`src/rtl/alu_pkg.sv`:
```
// Shared definitions for the nibble-serial ALU sequencer: ctrl bit positions,
// nibble width, FSM state encoding and the standard op codes.
package alu_pkg;

  // ctrl = {ex, nx, ey, ny, f, no}
  localparam int unsigned CTRL_EX = 5;
  localparam int unsigned CTRL_NX = 4;
  localparam int unsigned CTRL_EY = 3;
  localparam int unsigned CTRL_NY = 2;
  localparam int unsigned CTRL_F  = 1;
  localparam int unsigned CTRL_NO = 0;

  localparam int unsigned NIBBLE_W = 4;

  typedef enum logic [1:0] {
    IDLE = 2'd0,
    RUN  = 2'd1,
    DONE = 2'd2
  } state_t;

  localparam logic [5:0] OP_ADD  = 6'b101010;
  localparam logic [5:0] OP_AND  = 6'b101000;
  localparam logic [5:0] OP_SUB  = 6'b111011;  // x - y
  localparam logic [5:0] OP_ZERO = 6'b000000;
  localparam logic [5:0] OP_ONES = 6'b010100;

endpackage

```
`src/rtl/alu_nibble_seq.sv`:
```
// Nibble-serial initiator for a shared 4-bit ALU slice. Computes a WIDTH-bit
// result LSB nibble first, rippling carry through an internal register.
// Optional feature macro: ALU_CARRY_IN_EN adds a cin port that seeds the
// carry register on an accepted start (multi-word add).
module alu_nibble_seq
  import alu_pkg::*;
#(
  parameter int unsigned WIDTH = 16
) (
  input  logic             clk,
  input  logic             rst_n,
  input  logic             start,
  input  logic [WIDTH-1:0] x,
  input  logic [WIDTH-1:0] y,
  input  logic [5:0]       ctrl,
`ifdef ALU_CARRY_IN_EN
  input  logic             cin,
`endif
  output logic             busy,
  output logic             done,
  output logic [WIDTH-1:0] result,
  output logic             carry_out,
  output logic             zero,
  output logic             neg,
  output logic [3:0]       slice_x,
  output logic [3:0]       slice_y,
  output logic [5:0]       slice_c,
  output logic             slice_cin,
  input  logic [3:0]       slice_out,
  input  logic             slice_cout
);

  localparam int unsigned NIB   = WIDTH / NIBBLE_W;
  localparam int unsigned IDX_W = (NIB > 1) ? $clog2(NIB) : 1;
  localparam logic [IDX_W-1:0] LAST_IDX = IDX_W'(NIB - 1);

  state_t             state, state_nxt;
  logic [WIDTH-1:0]   x_l, y_l;
  logic [5:0]         ctrl_l;
  logic [IDX_W-1:0]   idx;
  logic [IDX_W+1:0]   bit_base;
  logic               carry_q;
  logic               carry_init;
  logic [WIDTH-1:0]   res_final;

`ifdef ALU_CARRY_IN_EN
  assign carry_init = cin;
`else
  assign carry_init = 1'b0;
`endif

  assign bit_base = {idx, 2'b00};

  // Result as it will look after the current RUN edge; flags on the last
  // step are derived from this so they match the completed result.
  always_comb begin
    res_final = result;
    res_final[bit_base +: NIBBLE_W] = slice_out;
  end

  // FSM state register
  always_ff @(posedge clk or negedge rst_n) begin
    if (!rst_n) state <= IDLE;
    else        state <= state_nxt;
  end

  // Next-state logic, handshake outputs and slice drive
  always_comb begin
    state_nxt = state;
    busy      = 1'b0;
    done      = 1'b0;
    slice_x   = '0;
    slice_y   = '0;
    slice_cin = 1'b0;
    slice_c   = ctrl_l;
    case (state)
      IDLE: begin
        if (start) state_nxt = RUN;
      end
      RUN: begin
        busy      = 1'b1;
        slice_x   = x_l[bit_base +: NIBBLE_W];
        slice_y   = y_l[bit_base +: NIBBLE_W];
        slice_cin = carry_q;
        if (idx == LAST_IDX) state_nxt = DONE;
      end
      DONE: begin
        busy      = 1'b1;
        done      = 1'b1;
        state_nxt = IDLE;
      end
      default: state_nxt = IDLE;
    endcase
  end

  // Operand capture, nibble accumulation and final flags
  always_ff @(posedge clk or negedge rst_n) begin
    if (!rst_n) begin
      x_l       <= '0;
      y_l       <= '0;
      ctrl_l    <= '0;
      idx       <= '0;
      carry_q   <= 1'b0;
      result    <= '0;
      carry_out <= 1'b0;
      zero      <= 1'b0;
      neg       <= 1'b0;
    end else begin
      case (state)
        IDLE: begin
          if (start) begin
            x_l     <= x;
            y_l     <= y;
            ctrl_l  <= ctrl;
            idx     <= '0;
            carry_q <= carry_init;
          end
        end
        RUN: begin
          result[bit_base +: NIBBLE_W] <= slice_out;
          carry_q <= slice_cout;
          idx     <= idx + 1'b1;
          if (idx == LAST_IDX) begin
            carry_out <= slice_cout;
            zero      <= (res_final == '0);
            neg       <= res_final[WIDTH-1];
          end
        end
        default: ;
      endcase
    end
  end

endmodule

```
`config.mk`:
```
export PLATFORM = sky130hd
export DESIGN_NAME = alu_nibble_seq
export DESIGN_NICKNAME = d
export VERILOG_FILES = /design/src/rtl/alu_pkg.sv /design/src/rtl/alu_nibble_seq.sv
export SDC_FILE = /design/constraint.sdc
export NUM_CORES = 1
export LEC_CHECK = 0
export ABC_AREA = 1
export BUFFER_PORTS_ARGS = -buffer_cell sky130_fd_sc_hd__buf_4
export CORE_UTILIZATION = 47
export CTS_CLUSTER_DIAMETER = 40
export DETAILED_ROUTE_END_ITERATION = 10
export PLACE_DENSITY = 0.72
export SLEW_MARGIN = 20
export SYNTH_ARGS = -nofsm -noshare
export SYNTH_HDL_FRONTEND = slang
export SYNTH_SLANG_ARGS = --single-unit
```
`constraint.sdc`:
```
create_clock -name clk -period 2.16 [get_ports clk]
set_clock_uncertainty 0.15 [all_clocks]
set_input_delay 0.432 -clock clk [delete_from_list [all_inputs] [get_ports clk]]
set_output_delay 0.432 -clock clk [all_outputs]
set_load 0.03 [all_outputs]
```
======== Word level (Yosys, flattened, before mapping) ========
Cells that the tools add are included.
word-level totals
  register bits ........................... 62
  bits of input ports ..................... 46
  output and inout bits ................... 36
  logic and storage cells ................. 42
cells by class
  add/subtract/negate cells ............... 2
  equal/unequal tests ..................... 5
  shift operators ......................... 4
  mux-type cells .......................... 13
  reduce and logical (&&, ||, !) cells .... 8
operators by type and width
  operator                  number
  $shiftx A16 B5 Y4         2
  $bwmux W16                1
  $logic_not A16 Y1         1
  $shift A4 B6 Y16 const A  1
  $shiftx A4 B6 Y16         1
  $mux W4                   2
  $pmux W2 S2               2
  $reduce_and A2 Y1         4
  $mux W2                   3
  $neg A4 Y6                1
  $eq A2 B2 Y1 const B      2
  $mux W1                   4
  $ne A2 B2 Y1 const B      2
  $add A2 B1 Y2 const B     1
  $eq A2 B1 Y1 const B      1
  $logic_not A2 Y1          1
  $pmux W1 S2               1
  $reduce_bool A2 Y1        1
  $reduce_or A2 Y1          1

======== Depth between registers and ports, before layout ========
  word-level depth ........................ 4
  mapped depth ............................ 14
  depth with buffers taken out ............ 12

======== Least setup slack after synthesis ========
Ideal clock, no wire load.
  path kind ............................... reg2out
  start ................................... reg idx[0]
  end ..................................... out slice_x[2]
  data arrival time ....................... 1.450 ns
  slack ................................... 0.128 ns
  stages on the path, launching flop included .. 6
  buffers on the path ..................... 2
  cell sequence ........................... dfrtp_1 inv_1 buf_2 buf_2 o21ai_0 a21oi_1
between the ends
  word-level cells in the longest chain between the ends .. 2
RTL lines
  element                 line                   text
  from (decl)             alu_nibble_seq.sv:40   logic [IDX_W-1:0] idx;
  from (signal assigned)  alu_nibble_seq.sv:122  idx <= idx + 1'b1;
  $shiftx A16 B5 Y4       alu_nibble_seq.sv:82   slice_x = x_l[bit_base +: NIBBLE_W];
  $mux W4                 alu_nibble_seq.sv:76   case (state)
  to (decl)               alu_nibble_seq.sv:25   output logic [3:0] slice_x,
Every way passes these cells.

======== Worst setup path in the final report ========
  start ................................... reg idx[0]
  end ..................................... out slice_x[1]
Same word-level chain as after synthesis.

==> results.toml <==
[critical_path]
worst-setup-path-type = "reg2out"
worst_setup_ep_type = "output port"
critical_path_arrival_ps = 1530
critPathLaunch = "idx[0]"
cp_max_fo = 9
reg2reg_setup_slack_ps = 170
r2r_start = "idx[0]"
depth_of_the_worst_register_to_register_path = 13
worst_r2r_endpoint = "zero"
worst-endpoint-required_ps = 1580
timing.critical_path.to = "slice_x[1]"
worstSetupStartpointType = "flop"

[power_and_ir_drop]
total_power_w = 0.006789
p_per_area_nw_per_um2 = 1615
vdd.ir_drop.worst_uv = 982.0
p_leak_nw = 2.050

[sta]
timing.final.setup_violations = 0
achievable-frequency_mhz = 473.3
maxSlewHeadroom_pct = 69.70
report.final.slew_viol_count = 0
worst-slew-pin-transition_ps = 454.5
total_count_of_hold_check_failures_in_the_final_report = 0
worst_slack_ps = 47.24
finalCriticalPeriod_ps = 2113
period_share_pct = 97.81
grt_setup_unrepaired = "yes"

[min_path]
min_path_type = "in2reg"

[global_route]
grt_overflow = 0
grt_start_max_net_pins = 36
grt_first_pass_wirelength_um = 12140
grt_usage_pct = 22.34
antenna_violations_before_repair = 0
first_global_vias = 2647

[cts]
worst_setup_hold_path_clk_slew_ps = 70
cts_tree = "yes"
worstSkewPairLatency_ps = 350
count_of_h_tree_levels_built_during_cts = 3
numClockSinks = 62
cts_root_buf = "clkbuf_8"
cts-root-to-sink-buffers = 2
cts_inserted_buffers = 9

[logic_synthesis]
synthDominantCellAreaShare_pct = 50.32
yosysSeqAreaShare_pct = 50.32
synth-async-reset-ratio_pct = 100.0
synth_seq_cells = 62
ys_top_cells_by_area = "dfrtp_1 (50%), mux2_2 (12%), nand2_1 (8.0%)"
ys_warn_count = 0
library_cell_occupying_the_most_area_in_the_post_synthesis_netlist = "dfrtp_1"
count_of_distinct_cell_types_in_the_synthesized_netlist = 20
synth_commonest_cells = "nand2_1 (66), dfrtp_1 (62), nor2_1 (61)"
post_synthesis_instance_area_um2 = 3083
synthesis.instances = 337
synth_edf_count = 0
syn_avg_cell_area_um2 = 9.148
yosysMostFrequentCell = "nand2_1"
syn-num-nets = 392
top_ff_cell_synth = "dfrtp_1"

[placement]
gp_routability_congestion = 0.8903
dpl_worst_slack_ps = 204.7
hpwl_um = 5069
port_buffers = 81

[route]
detailedRoute.firstIterationViolations = 117
drc = 0
antenna_left = 0
wirelength_um = 7344
avgRoutedWirePerCell_um = 14.18
post_drt_via_cell_ratio = 5.143
dr.pass1.iters = 4
dr_vias = 2664

[floorplanning]
die_area_um2 = 6887
core-area_um2 = 6350
initial_utilization_pct = 48.55
die_w_um = 82.99
ios = 82
rows = 29
die_height_um = 82.99

[outcome]
status = "finished clean"

[finish]
diode_insertion_count_for_antenna_repair = 0
drive_gt1_share_pct = 37.87
fillerInstances = 537
post-route-util_pct = 66.21
flow.area_growth_from_synthesis_pct = 36.36
number_of_nets_in_the_final_layout = 491

[run]
maxCapViolations = 0
## state kept, by name, summed over array words and instances (netlist names), 2 cells and up
signal and count:
result 16, x_l 16, y_l 16, slice_c 6, idx 2, state 2
## layer usage
layer / routed length (um) / GRT usage (%) / share of wire (%) / up-vias
li1: - / - / - / 1310
met1: 3240 / 27.57 / 44 / 1260
met2: 3545 / 36.89 / 48 / 78
met3: 426 / 6.660 / 5.8 / 16
met4: 132 / 8.621 / 1.8 / 0
met5: 0 / 0 / 0 / -
## where the power goes
| group | switching, W | leakage, nW | internal, W | total, W |
|---|---|---|---|---|
| Sequential | 0.000336 | 0.738 | 0.00172 | 0.00205 |
| Combinational | 0.00205 | 1.21 | 0.00153 | 0.00359 |
| Clock | 0.000496 | 0.106 | 0.000653 | 0.00115 |
## layout by cell type (no fill, tap or decap), types with 2 or more instances in the layout
cell type and count:
mux2_2 34, ha_1 8, mux2_1 4, nand3_2 2
nor2_1 61, buf_4 90, a31oi_1 9, buf_6 5
inv_1 18, bufinv_16 2, nand2_1 66, o22ai_1 2
inv_2 4, clkbuf_8 9, clkinvlp_4 3, o21ai_1 7
nand3_1 13, dfrtp_1 61, o21ai_0 23, a21oi_2 7
buf_12 4
## worst max-delay path: stages, from the launching register on
cell and delay, ps:
dfrtp_2 440, buf_8 150, nor2_1 50, nor2_1 120, o21ai_0 120, a21oi_1 140, buf_4 170
## through the flow
step / cells / setup TNS, ps / area (um^2) / hold slack, ps
CTS: 515 / 0 / 4125 / 134.3
detailed placement: 491 / 0 / 3800 / 259.2
global route: 518 / -65.80 / 4204 / 134.4
global placement: 491 / 0 / 3800 / 259.9
floorplan: 337 / 0 / 3083 / -13.59
finish: 518 / 0 / 4204 / 144.8
## worst min-delay path by stage
stage | from | endpoint | slack, ps | depth (start not counted)
6_report | y[6] | y_l[6] | 140 | 2
5_1_grt | y[6] | y_l[6] | 130 | 2
4_1_cts | y[6] | y_l[6] | 130 | 2
3_5_place_dp | rst_n | neg | 260 | 1
3_3_place_gp | rst_n | neg | 260 | 1
2_1_floorplan | rst_n | carry_out | -10 | 0
## layout make-up
cell class	instances	area (um^2)	area share, %
Inverter	24	96.34	2.292
Clock inverter	7	97.59	2.321
Multi-Input combinational cell	238	1400	33.30
Sequential cell	62	1553	36.93
Tap cell	77	96.34	2.292
Clock buffer	9	123.9	2.946
Timing Repair Buffer	101	837.1	19.91
## kinds of logic after synthesis
kind of cell               after synthesis  synth area share [%]
buffers and inverters                   37                 5.519
DFF                                     62                 50.32
AOI/OAI and AO/OA                       49                 8.401
adders and majority gates                9                 3.653
and+or+nand+nor                        142                 18.22
muxes                                   38                 13.88
## what timing repair did
| item | 4_1_cts | 5_1_grt |
|---|---|---|
| pin swaps | 0 | 4 |
| buffers inserted | 7 | 3 |
| cloned | 0 | 0 |
| hold buffers | 1 | 0 |
| endpoints found under the hold margin | 32 | 0 |
| setup endpoints to repair | 8 | 8 |
| resized for setup | 10 | 19 |
(Power assumes the default switching activity.)
